==> config.mk <==
export PLATFORM = sky130hd
export DESIGN_NAME = microcode_sequencer
export DESIGN_NICKNAME = d
export VERILOG_FILES = /design/src/rtl/cpu_ctrl_pkg.sv /design/src/rtl/step_counter.sv /design/src/rtl/microcode_sequencer.sv
export SDC_FILE = /design/constraint.sdc
export NUM_CORES = 1
export LEC_CHECK = 0
export CORE_AREA = 4 4 42 44
export DETAILED_ROUTE_END_ITERATION = 12
export DIE_AREA = 0 0 46 48
export GPL_ROUTABILITY_DRIVEN = 1
export GPL_TIMING_DRIVEN = 0
export PLACE_DENSITY = 0.78
export SLEW_MARGIN = 20
export SYNTH_ARGS = -nofsm -noshare
export SYNTH_HDL_FRONTEND = slang
export SYNTH_HIERARCHICAL = 1
export SYNTH_SLANG_ARGS = --single-unit
==> constraint.sdc <==
create_clock -name CLK -period 4.8 [get_ports CLK]
set_input_delay 0.48 -clock CLK [delete_from_list [all_inputs] [get_ports CLK]]
set_output_delay 0.48 -clock CLK [all_outputs]
set_load 0.1 [all_outputs]
==> src/rtl/cpu_ctrl_pkg.sv <==
// rtl/cpu_ctrl_pkg.sv - opcodes, control-word bit map and fetch words shared by the sequencer
package cpu_ctrl_pkg;

   localparam int CTRL_W = 13;

   typedef logic [CTRL_W-1:0] ctrl_word_t;

   // Control-word bit indices, HLT in the MSB down to J in the LSB
   localparam int B_J   = 0;
   localparam int B_CO  = 1;
   localparam int B_CE  = 2;
   localparam int B_OI  = 3;
   localparam int B_BI  = 4;
   localparam int B_AO  = 5;
   localparam int B_AI  = 6;
   localparam int B_II  = 7;
   localparam int B_IO  = 8;
   localparam int B_RO  = 9;
   localparam int B_RI  = 10;
   localparam int B_MI  = 11;
   localparam int B_HLT = 12;

   localparam ctrl_word_t C_J   = ctrl_word_t'(1) << B_J;
   localparam ctrl_word_t C_CO  = ctrl_word_t'(1) << B_CO;
   localparam ctrl_word_t C_CE  = ctrl_word_t'(1) << B_CE;
   localparam ctrl_word_t C_OI  = ctrl_word_t'(1) << B_OI;
   localparam ctrl_word_t C_BI  = ctrl_word_t'(1) << B_BI;
   localparam ctrl_word_t C_AO  = ctrl_word_t'(1) << B_AO;
   localparam ctrl_word_t C_AI  = ctrl_word_t'(1) << B_AI;
   localparam ctrl_word_t C_II  = ctrl_word_t'(1) << B_II;
   localparam ctrl_word_t C_IO  = ctrl_word_t'(1) << B_IO;
   localparam ctrl_word_t C_RO  = ctrl_word_t'(1) << B_RO;
   localparam ctrl_word_t C_RI  = ctrl_word_t'(1) << B_RI;
   localparam ctrl_word_t C_MI  = ctrl_word_t'(1) << B_MI;
   localparam ctrl_word_t C_HLT = ctrl_word_t'(1) << B_HLT;

   // Opcode-independent fetch micro-ops
   localparam ctrl_word_t FETCH_T0 = C_CO | C_MI;
   localparam ctrl_word_t FETCH_T1 = C_RO | C_II | C_CE;

   localparam int OP_NOP = 0;
   localparam int OP_LDA = 1;
   localparam int OP_ADD = 2;
   localparam int OP_SUB = 3;
   localparam int OP_STA = 4;
   localparam int OP_LDI = 5;
   localparam int OP_JMP = 6;
   localparam int OP_JC  = 7;
   localparam int OP_JZ  = 8;
   localparam int OP_OUT = 14;
   localparam int OP_HLT = 15;

   // One decoded micro-step: bus/register enables plus the ALU-side terms
   typedef struct packed {
      ctrl_word_t ctrl;
      logic       eo;
      logic       fi;
      logic       su;
   } uop_t;

endpackage

==> src/rtl/step_counter.sv <==
// rtl/step_counter.sv - mod-STEPS T-state counter with async clear, hold and sync load-zero
module step_counter #(
   parameter int STEPS = 5
) (
   input  logic       clk,
   input  logic       rst_n,
   input  logic       hold,
   input  logic       load_zero,
   output logic [2:0] step
);

   localparam logic [2:0] LAST = 3'(STEPS - 1);

   logic [2:0] step_d;
   logic [2:0] step_q;

   // Next step: hold wins (halt), then early restart or wrap, else count up
   always_comb begin
      step_d = step_q;
      if (hold) begin
         step_d = step_q;
      end else if (load_zero || (step_q == LAST)) begin
         step_d = '0;
      end else begin
         step_d = step_q + 3'd1;
      end
   end

   // Step register, cleared asynchronously so an instruction aborts at once
   always_ff @(posedge clk or negedge rst_n) begin
      if (!rst_n) begin
         step_q <= '0;
      end else begin
         step_q <= step_d;
      end
   end

   assign step = step_q;

endmodule

==> src/rtl/microcode_sequencer.sv <==
// rtl/microcode_sequencer.sv - T-state sequencer and control-word decode (option: SEQ_EARLY_RESET_EN)
module microcode_sequencer
   import cpu_ctrl_pkg::*;
#(
   parameter int STEPS = 5,
   parameter int OPW   = 4
) (
   input  logic              CLK,
   input  logic              CLR_n,
   input  logic [OPW-1:0]    OPCODE,
   input  logic              CF,
   input  logic              ZF,
   output logic [CTRL_W-1:0] CTRL,
   output logic              SU,
   output logic              EO_n,
   output logic              FI_n,
   output logic [2:0]        STEP,
   output logic              HALTED
);

   int   op;
   uop_t dec;
   logic halted_d;
   logic halted_q;
   logic hold;
   logic early_zero;

   assign op = int'(OPCODE);

   // Decode (STEP, OPCODE, flags) into one micro-step; steps 5 and up stay zero
   always_comb begin
      dec = '0;
      case (STEP)
         3'd0: dec.ctrl = FETCH_T0;
         3'd1: dec.ctrl = FETCH_T1;
         3'd2: begin
            case (op)
               OP_LDA, OP_ADD, OP_SUB, OP_STA: dec.ctrl = C_IO | C_MI;
               OP_LDI: dec.ctrl = C_IO | C_AI;
               OP_JMP: dec.ctrl = C_IO | C_J;
               OP_JC:  dec.ctrl = CF ? (C_IO | C_J) : '0;
               OP_JZ:  dec.ctrl = ZF ? (C_IO | C_J) : '0;
               OP_OUT: dec.ctrl = C_AO | C_OI;
               OP_HLT: dec.ctrl = C_HLT;
               default: dec.ctrl = '0;
            endcase
         end
         3'd3: begin
            case (op)
               OP_LDA:         dec.ctrl = C_RO | C_AI;
               OP_ADD, OP_SUB: dec.ctrl = C_RO | C_BI;
               OP_STA:         dec.ctrl = C_AO | C_RI;
               default:        dec.ctrl = '0;
            endcase
         end
         3'd4: begin
            if (op == OP_ADD || op == OP_SUB) begin
               dec.ctrl = C_AI;
               dec.eo   = 1'b1;
               dec.fi   = 1'b1;
               dec.su   = (op == OP_SUB);
            end
         end
         default: dec = '0;
      endcase
   end

   // Once HLT is seen the counter must not leave the halting step
   assign hold     = halted_q | dec.ctrl[B_HLT];
   assign halted_d = halted_q | dec.ctrl[B_HLT];

`ifdef SEQ_EARLY_RESET_EN
   assign early_zero = (STEP >= 3'd2) && (dec == '0);
`else
   assign early_zero = 1'b0;
`endif

   step_counter #(
      .STEPS (STEPS)
   ) u_step_counter (
      .clk       (CLK),
      .rst_n     (CLR_n),
      .hold      (hold),
      .load_zero (early_zero),
      .step      (STEP)
   );

   // Sticky halt flag; only the asynchronous clear releases it
   always_ff @(posedge CLK or negedge CLR_n) begin
      if (!CLR_n) begin
         halted_q <= 1'b0;
      end else begin
         halted_q <= halted_d;
      end
   end

   assign HALTED = halted_q;

   // Drive outputs: forced idle while clear is low, HLT-only while halted
   always_comb begin
      CTRL = '0;
      SU   = 1'b0;
      EO_n = 1'b1;
      FI_n = 1'b1;
      if (!CLR_n) begin
         CTRL = '0;
      end else if (halted_q) begin
         CTRL = C_HLT;
      end else begin
         CTRL = dec.ctrl;
         SU   = dec.su;
         EO_n = ~dec.eo;
         FI_n = ~dec.fi;
      end
   end

endmodule

==> impl_metrics.json <==
{
  "cts_hold_buf": 0,
  "antenna_found_initial": 0,
  "synth_async_sr_flop_share_pct": 100,
  "gp_congestion": 0.761,
  "antenna_cells": 0,
  "grt_overflow_total": 0,
  "power.density_nw_per_um2": 654,
  "cts_sinks": 4,
  "slowest_stage": "clkdlybuf4s50_1",
  "grt_setup_unrepaired": "no",
  "wl_met3_um": 101,
  "worst_pin_slew_ps": 977,
  "cts_root_buffer": "clkbuf_4",
  "max_stage_delay_ps": 1130,
  "crit_buf_inv": 3,
  "drtIter0Drc": 7,
  "die-area_um2": 2210,
  "route.met2.wl_um": 755,
  "layout_min_cycle_time_ps": 3650,
  "grt_pass1_wl_um": 2390,
  "yosysSeqAreaShare_pct": 18.8,
  "synth_edf_count": 0,
  "finalMaxSlewViolations": 0,
  "cp_top_family": "buffers and inverters",
  "p_leak_uw": 0.000335,
  "vdd_drop_max_mv": 0.399,
  "drtPass1Iterations": 2,
  "drcViolationCount": 0,
  "wl_met1_um": 610,
  "placementRows": 14,
  "wl_per_cell_um": 12.9,
  "place_area_um2": 817,
  "crit_top_cell": "clkdlybuf4s50_1",
  "h-tree-depth": 1,
  "synth_top_area_share_pct": 18.8,
  "synthTopCellsByArea": "dfrtp_1 (19%), nor4b_1 (6.6%), or3b_1 (4.9%)",
  "rrSetupSlack_ps": 2950,
  "max_cap_violations": 0,
  "syn_area_um2": 533,
  "min_path_type": "in2async",
  "synth_top_area_cell": "dfrtp_1",
  "fmax_mhz": 274,
  "ant_nets": 0,
  "viasPerCell": 5.37,
  "vias": 612,
  "yosys_register_bits": 4,
  "finalSetupViolations": 0,
  "worstPathRequired_ps": 4320,
  "postCtsSetupBuffers": 0,
  "port_buffers": 24,
  "start_util_pct": 37.1,
  "wl_um": 1470,
  "nFillCells": 149,
  "routed.top_layer": "met3",
  "ctsResizeCount": 0,
  "status": "completed",
  "grt_usage_pct": 14.6,
  "hpwl_um": 1130,
  "die_h_um": 48,
  "die_x_um": 46,
  "seq_area_um2": 100,
  "crit_type": "in2out",
  "finClkSkew_ps": 5.72,
  "drive_gt1_share_pct": 12.2,
  "nets": 110,
  "crit_path_end_kind": "primary output",
  "cp_max_fo": 10,
  "area_delta_synth_final_pct": 57.5,
  "critPathLaunchType": "primary input",
  "grt_pass1_vias": 572,
  "multi_input_area_um2": 393,
  "synthFlopType": "dfrtp_1",
  "avgSynthCellArea_um2": 7.84,
  "clkLatencyLatePin_ps": 240,
  "ys_types": 38,
  "max_slew_margin_pct": 34.6,
  "finalSetupTns_ps": 0,
  "cts_buffers": 3,
  "ioPinCount": 28,
  "syn_inst": 68,
  "grt_max_degree": 12,
  "min_period_over_period_pct": 76.0,
  "cts_tree": "done",
  "clockBufferDepth": 2,
  "coreArea_um2": 1440,
  "crit_arrival_ps": 3170,
  "hold_viol": 0,
  "ys_warn_count": 6,
  "path_cells": "clkdlybuf4s50_1 -> clkbuf_1 -> nor2b_1 -> a41o_1 -> and2_1 -> clkdlybuf4s50_1",
  "clkSlewWorstSetupHoldPaths_ps": 40,
  "fin_area_um2": 840
}
[worst paths after layout]
check,cells past startpoint,startpoint,end
worst max register to register,5,u_step_counter/step[1]$_DFFE_PN0N_,u_step_counter/step[2]$_DFFE_PN0N_
worst max-delay path,6,OPCODE[3],CTRL[12]
worst min-delay path,1,CLR_n,u_step_counter/step[0]$_DFFE_PN0N_
max in group asynchronous,1,CLR_n,u_step_counter/step[2]$_DFFE_PN0N_
min in group CLK,2,u_step_counter/step[1]$_DFFE_PN0N_,u_step_counter/step[1]$_DFFE_PN0N_
worst min register to register,2,u_step_counter/step[1]$_DFFE_PN0N_,u_step_counter/step[1]$_DFFE_PN0N_
[synthesized netlist by cell type, types with 2 or more instances]
library cell  number
nand2_1            5
nand3b_1           2
inv_1              4
buf_4              3
clkbuf_1           4
nor4b_1            4
and2_1             2
dfrtp_1            4
or3b_1             3
nand3_1            2
ha_1               2
nor4bb_1           2
nor3_1             2
nor2_1             5
[power by group]
part	total, uW	internal (uW)	switching (uW)
clock network	42.1	28.0	14.1
registers	73.2	48.1	25.1
logic	434	107	327
[worst reg2reg max path, cell delays in order, from the launching register on]
cell,delay (ps)
dfrtp_1,420
clkbuf_1,330
and3b_1,240
a41o_1,340
nor4b_1,90
a211o_2,310
[logic make-up after synthesis]
group | after synthesis | share of synthesized area, %
compound gates | 16 | 24.4
xor+xnor | 1 | 1.64
fa+ha+maj | 2 | 4.69
buf+inv | 12 | 12.0
flops | 4 | 18.8
other cells | 1 | 0.704
simple gates | 32 | 37.8
[through the flow]
step	setup slack, ps	total power (uW)	hold WS (ps)	instances	util (%)
floorplan	35.9	413	184	71	-
global placement	1200	502	555	111	56.9
detailed placement	1160	507	568	111	56.9
CTS	1130	553	495	114	58.4
global route	990	579	509	114	58.4
finish	1150	549	497	114	58.4
[flip-flops by register name (all words and copies together) (netlist names)]
name                 flops
u_step_counter/step      3
HALTED                   1
[routing by layer]
metal | GRT usage [%] | vias up
li1 | - | 310
met4 | 6.82 | 0
met3 | 2.63 | 0
met5 | 0 | -
met2 | 26.6 | 17
met1 | 16.4 | 285
[final cells by class]
cell class / count / share of cell area [%]
plain buffers: 8 / 5.81
clock buffers: 3 / 2.68
inverters: 4 / 1.79
multi-input cells: 55 / 46.8
flip-flops and latches: 4 / 11.9
well taps: 16 / 2.38
repair buffers: 24 / 28.6
[placed cells by master (no fill, tap or decap), types with 2 or more instances in the layout]
| cell | Yosys | layout |
|---|---|---|
| clkdlybuf4s50_1 | 0 | 24 |
| nor2_1 | 5 | 5 |
| nand2_1 | 5 | 5 |
| dfrtp_1 | 4 | 4 |
| clkbuf_1 | 4 | 4 |
| inv_1 | 4 | 4 |
| conb_1 | 1 | 4 |
| buf_4 | 3 | 3 |
| or3b_1 | 3 | 3 |
| nor4b_1 | 4 | 3 |
| clkbuf_4 | 0 | 3 |
| nand3b_1 | 2 | 2 |
| nand3_1 | 2 | 2 |
| nor3_1 | 2 | 2 |
| and2_1 | 2 | 2 |
| ha_1 | 2 | 2 |
(Power assumes the default switching activity.)
